===== config.mk =====
export PLATFORM = sky130hd
export DESIGN_NAME = pipe_skid_reg
export DESIGN_NICKNAME = d
export VERILOG_FILES = /design/src/rtl/pipe_skid_reg.sv
export SDC_FILE = /design/constraint.sdc
export NUM_CORES = 1
export LEC_CHECK = 0
export ABC_AREA = 1
export CORE_MARGIN = 1.5
export CORE_UTILIZATION = 55
export CTS_CLUSTER_DIAMETER = 30
export DETAILED_ROUTE_END_ITERATION = 16
export PLACE_DENSITY = 0.89
export RECOVER_POWER = 25
export SYNTH_ARGS = -nofsm -noshare
export SYNTH_HDL_FRONTEND = slang
export SYNTH_SLANG_ARGS = --single-unit

===== constraint.sdc =====
create_clock -name clk -period 15.2 [get_ports clk]
set_input_delay 4.56 -clock clk [delete_from_list [all_inputs] [get_ports clk]]
set_output_delay 4.56 -clock clk [all_outputs]
set_load 0.1 [all_outputs]

===== src/rtl/pipe_skid_reg.sv =====
`default_nettype none
// ============================================================================
//  Module   : pipe_skid_reg
//  Purpose  : Elastic valid/ready pipeline-stage register with a 2-entry skid
//             buffer and synchronous flush to a bubble payload.
//             Optional performance counters when PIPE_SKID_PERF_EN is defined.
//  Revision : 1.0 - initial release
// ============================================================================
module pipe_skid_reg #(
    parameter int                DATA_W    = 96,
    parameter logic [DATA_W-1:0] NOP_VALUE = {DATA_W{1'b0}},
    parameter int                CNT_W     = 16
) (
    input  logic              clk,
    input  logic              rst,
    input  logic              flush,
    input  logic              in_valid,
    output logic              in_ready,
    input  logic [DATA_W-1:0] in_data,
    output logic              out_valid,
    input  logic              out_ready,
    output logic [DATA_W-1:0] out_data,
    output logic [1:0]        occupancy
`ifdef PIPE_SKID_PERF_EN
    ,
    output logic [CNT_W-1:0]  stall_cnt,
    output logic [CNT_W-1:0]  flush_cnt
`endif
);

    typedef enum logic [1:0] {
        S_EMPTY = 2'd0,
        S_BUSY  = 2'd1,
        S_FULL  = 2'd2
    } state_t;

    state_t            r_state;
    logic [DATA_W-1:0] r_main;
    logic [DATA_W-1:0] r_skid;
    logic              w_acc;
    logic              w_fire;

    // Handshake outputs decode state only, so ready never combinationally
    // depends on out_ready.
    assign in_ready  = (r_state != S_FULL);
    assign out_valid = (r_state != S_EMPTY);
    assign out_data  = r_main;
    assign occupancy = r_state;

    assign w_acc  = in_valid && in_ready;
    assign w_fire = out_valid && out_ready;

    // Elaborates to nothing for legal parameter values.
    if (DATA_W < 1 || CNT_W < 1) begin : g_bad_params
    end

    always_ff @(posedge clk or posedge rst) begin
        if (rst) begin
            r_state <= S_EMPTY;
            r_main  <= NOP_VALUE;
            r_skid  <= NOP_VALUE;
        end else if (flush) begin
            r_state <= S_EMPTY;
            r_main  <= NOP_VALUE;
            r_skid  <= NOP_VALUE;
        end else begin
            case (r_state)
                S_EMPTY: begin
                    if (w_acc) begin
                        r_state <= S_BUSY;
                        r_main  <= in_data;
                    end
                end
                S_BUSY: begin
                    if (w_acc && w_fire) begin
                        r_main  <= in_data;
                    end else if (w_acc) begin
                        r_state <= S_FULL;
                        r_skid  <= in_data;
                    end else if (w_fire) begin
                        r_state <= S_EMPTY;
                        r_main  <= NOP_VALUE;
                    end
                end
                S_FULL: begin
                    if (w_fire) begin
                        r_state <= S_BUSY;
                        r_main  <= r_skid;
                        r_skid  <= NOP_VALUE;
                    end
                end
                default: begin
                    r_state <= S_EMPTY;
                    r_main  <= NOP_VALUE;
                    r_skid  <= NOP_VALUE;
                end
            endcase
        end
    end

`ifdef PIPE_SKID_PERF_EN
    logic [CNT_W-1:0] r_stall_cnt;
    logic [CNT_W-1:0] r_flush_cnt;

    // Saturating counters; only rst clears them, flush leaves them intact.
    always_ff @(posedge clk or posedge rst) begin
        if (rst) begin
            r_stall_cnt <= '0;
            r_flush_cnt <= '0;
        end else begin
            if (out_valid && !out_ready && (r_stall_cnt != {CNT_W{1'b1}}))
                r_stall_cnt <= r_stall_cnt + CNT_W'(1);
            if (flush && (r_state != S_EMPTY) && (r_flush_cnt != {CNT_W{1'b1}}))
                r_flush_cnt <= r_flush_cnt + CNT_W'(1);
        end
    end

    assign stall_cnt = r_stall_cnt;
    assign flush_cnt = r_flush_cnt;
`endif

endmodule
`default_nettype wire


Yosys cells after proc, flatten, opt, wreduce, memory -nomap -nowiden --
Index checks and enable logic that the tools add are counted.
Cells by class: muxes and demuxes 17, eq/ne operators 11, reduce and logical (&&, ||, !) cells 8
Operators by type and width (count):
- 96-bit two-way mux | 8
- 96-bit one-hot mux with 3 select lines | 2
- 2-bit two-way mux | 6
- 3-bit != test, second input constant | 4
- 4-bit != test, second input constant | 3
- 4-bit AND reduction | 3
- 2-bit one-hot mux with 3 select lines | 1
- 2-bit != test, second input constant | 2
- 1-bit logical AND | 3
- 2-bit by 1-bit == test with 1-bit output, second input constant | 1
- 2-bit == test, second input constant | 1
- 2-bit logical NOT | 1
- 2-bit nonzero test | 1
Word-level totals: logic and storage cells 39, output and inout port bits 100, register bits after elaboration 194

Longest topological paths before layout --
depth in word-level cells 7, gate-level depth with buffers 11, depth with buffers taken out 8

Least setup slack after synthesis --
No wires, ideal clock.
path kind register -> output, start point register r_state[1], in the netlist occupancy[1], end point output out_valid, setup slack 8535 ps, data required time 10640 ps, arrival time 2105 ps, stages on the path, launching flop included 5, cell sequence dfrtp_1 -> buf_2 -> nor2_1 -> buf_2 -> inv_1
On the way: word-level cells in the longest chain between the ends 1
RTL lines:
- start, declared | line 37 | state_t r_state;
- start signal, assigned | line 59 | r_state <= S_EMPTY;
- start signal, assigned | line 63 | r_state <= S_EMPTY;
- start signal, assigned | line 70 | r_state <= S_BUSY;
- 2-bit nonzero test | line 46 | assign out_valid = (r_state != S_EMPTY);
- end, declared | line 20 | output logic out_valid,
Every way passes these cells.

==> run metrics <==
Peak VDD IR=92.4 uV; dpl hpwl=18400 um; row count=51; final hold vios=0; CP Buf/Inv Count=2; Mapped Cells=1684; Setup Total Neg Slack=0 ns; fin cells=2077; grt ovf=0; reg2reg setup slack=9.99 ns; initial antenna violation count=0; Final ANT Viol Nets=0; total power divided by cell area=129 nW/um^2; startpoint types=primary input; CP max FO=128; worst hold path class=reg -> reg; Worst path top cell family by delay=buffers and inverters; Max-Cap Viols=1; worst clock skew=0.0101 ns; RSZ-0062 raised after global routing=false; area of the multi-input gates=4930 sq um; CP Depth=2; Post-route DRC=0; Initial Util=0.563; Worst Path Required=14.07 ns; share of layout cells above drive strength 1=0.0353; vias in the first global route=10600; reg2reg path depth=10; worst r2r src=occupancy[1]; Root Driver=clkbuf_16; gr usage total=0.312; nets@finish=1900; fillers=1645; CP Capture Type=asynchronous set/reset pin; WL per Instance=15.3 um; RR Endpoint=out_data[86]; routed wire length=31700 um; Resized cells post-CTS=0; crit-path max cell delay=3.18 ns; Die X=144 um; Net Count, Synth=1785; Setup crit start=rst; hold depth=2; hold_buf cts=0; slew of the pin with the lowest slew margin=5.76 ns; violated checks=capacitance limit, slew limit; pin count of the biggest net entering global routing=129; relative slew slack=-2.86; Synth top area share=0.442; Synth area leader=dfrtp_1; dpl cells=2045; Setup violations, final=0; antenna cells=0; CTS buffer count=17; CP Data Arrival Time=8.35 ns; Critical Setup Path Class=in -> async; post-synthesis sequential area ratio=0.442; design area=13500 sq um; crit path cell chain=dlygate4sd3_1 > clkinvlp_2; Die Y=144 um; synthesized area=11000 sq um; first-pass GRT wire length=51400 um; clock period minus worst slack=9.49 ns; Area Overhead vs Synth=22.4%; synth unique cells=19; LEAKAGE=7.58 nW; total core area=19500 sq um; Avg Inst Size Synth=6.53 sq um; die area=20800 sq um; origin of the worst min-delay path=r_skid[76]; Yosys Warn Count=0; final cycle utilization of the critical path=0.624; DR vias=11100; #FFs+latches synth=194; clock-pin slew on the worst setup and hold paths=0.07 ns; final slew viol count=129; Hold EP=r_skid[76]; TritonCTS clock tree=done; GPL Wtd Cong=0.815; clock sinks=194; H-tree levels=4; clock buffer depth=2; post-CTS setup buffer count=0; clk_lat worst skew=0.44 ns; register area=4860 sq um; first drt pass iteration count=6; status=complete, but fails checks; f_max=105 MHz; vias per cell=5.36; largest cells by area after synthesis=dfrtp_1, nand2_1, nand3_1, inv_1, nor3_1; Placed Instance Area=12800 sq um; Detailed Route Iter0 Violations=1209; I/O pin count=201; CP max stage cell=clkinvlp_2; Port Buffers=200
routing by layer:
| layer | wire length, um | GRT usage | vias to the layer above |
|---|---|---|---|
| met5 | 0 | 0 | - |
| met4 | 805 | 0.116 | 0 |
| met3 | 2690 | 0.0444 | 75 |
| met2 | 15600 | 0.525 | 566 |
| met1 | 12600 | 0.410 | 5197 |
| li1 | - | - | 5302 |
per-stage QoR:
step / power (mW) / hold slack (ns) / utilization / worst slack (ns)
finish: 1.73 / 0.480 / 0.689 / 5.71
global route: 1.80 / 0.500 / 0.689 / 4.70
CTS: 1.73 / 0.483 / 0.689 / 7.30
detailed placement: 1.26 / 0.465 / 0.657 / 7.06
global placement: 1.25 / 0.461 / 0.657 / 7.23
floorplan: 1.10 / 0.449 / - / 5.36
worst max path at each step:
stage / to / slack (ns)
after global placement: out_data[7] / 7.23
final: occupancy[1] / 5.71
after global routing: occupancy[1] / 4.70
after floorplan: occupancy[0] / 5.36
after CTS: in_ready / 7.30
after detailed placement: out_data[86] / 7.06
registers in the layout (all words and copies together), names as in the netlist:
| register | flops |
|---|---|
| occupancy | 2 |
| out_data | 96 |
| r_skid | 96 |
cell usage after synthesis (all sizes together):
master	count
o21ai	1
nor3	96
nor2	109
dfrtp	194
inv	166
clkbuf	33
clkinv	1
buf	81
nand3	159
nand2	843
o31ai	1
worst min-delay path, stage by stage, from the launching register on:
cell and delay, ns:
dfrtp_1 0.34, nand2_1 0.05, nand2_1 0.05
area by class of cell:
| class | instances | share of cell area |
|---|---|---|
| multi-input cells | 1209 | 0.367 |
| repair buffers | 210 | 0.154 |
| clock inverters | 13 | 0.0128 |
| well taps | 265 | 0.0247 |
| clock buffers | 19 | 0.0337 |
| inverters | 167 | 0.0469 |
| flip-flops and latches | 194 | 0.361 |
power breakdown:
part	total [mW]	switching (mW)	leakage [nW]	internal, mW
Clock	0.479	0.208	0.305	0.271
Sequential	0.611	0.0392	2.62	0.572
Combinational	0.642	0.495	4.66	0.147
Total	1.73	0.742	7.58	0.990
cells in the final DEF (no fill, tap or decap):
| master | instances |
|---|---|
| nor2_1 | 103 |
| inv_1 | 158 |
| nor2_2 | 2 |
| clkinvlp_4 | 1 |
| inv_6 | 5 |
| bufinv_16 | 3 |
| nand2_1 | 839 |
| nor2_8 | 1 |
| o31ai_1 | 1 |
| dfrtp_4 | 1 |
| clkbuf_8 | 2 |
| nor3_1 | 96 |
| clkinv_2 | 3 |
| clkinv_4 | 3 |
| dlygate4sd3_1 | 1 |
| nor2_4 | 3 |
| nand2_2 | 2 |
| nand2_4 | 2 |
| nand3_1 | 159 |
| clkinvlp_2 | 1 |
| clkbuf_16 | 17 |
| clkdlybuf4s50_1 | 198 |
| buf_4 | 11 |
| dfrtp_1 | 193 |
| o21ai_2 | 1 |
| inv_2 | 6 |
logic make-up (layout without fill, tap and decap cells):
group	Yosys count	in the layout	synth area share
and+or+nand+nor	1207	1207	0.445
DFF	194	194	0.442
AOI/OAI and AO/OA	2	2	0.00148
buffers and inverters	281	409	0.112
Note: power is estimated with default switching activity, not from simulation.
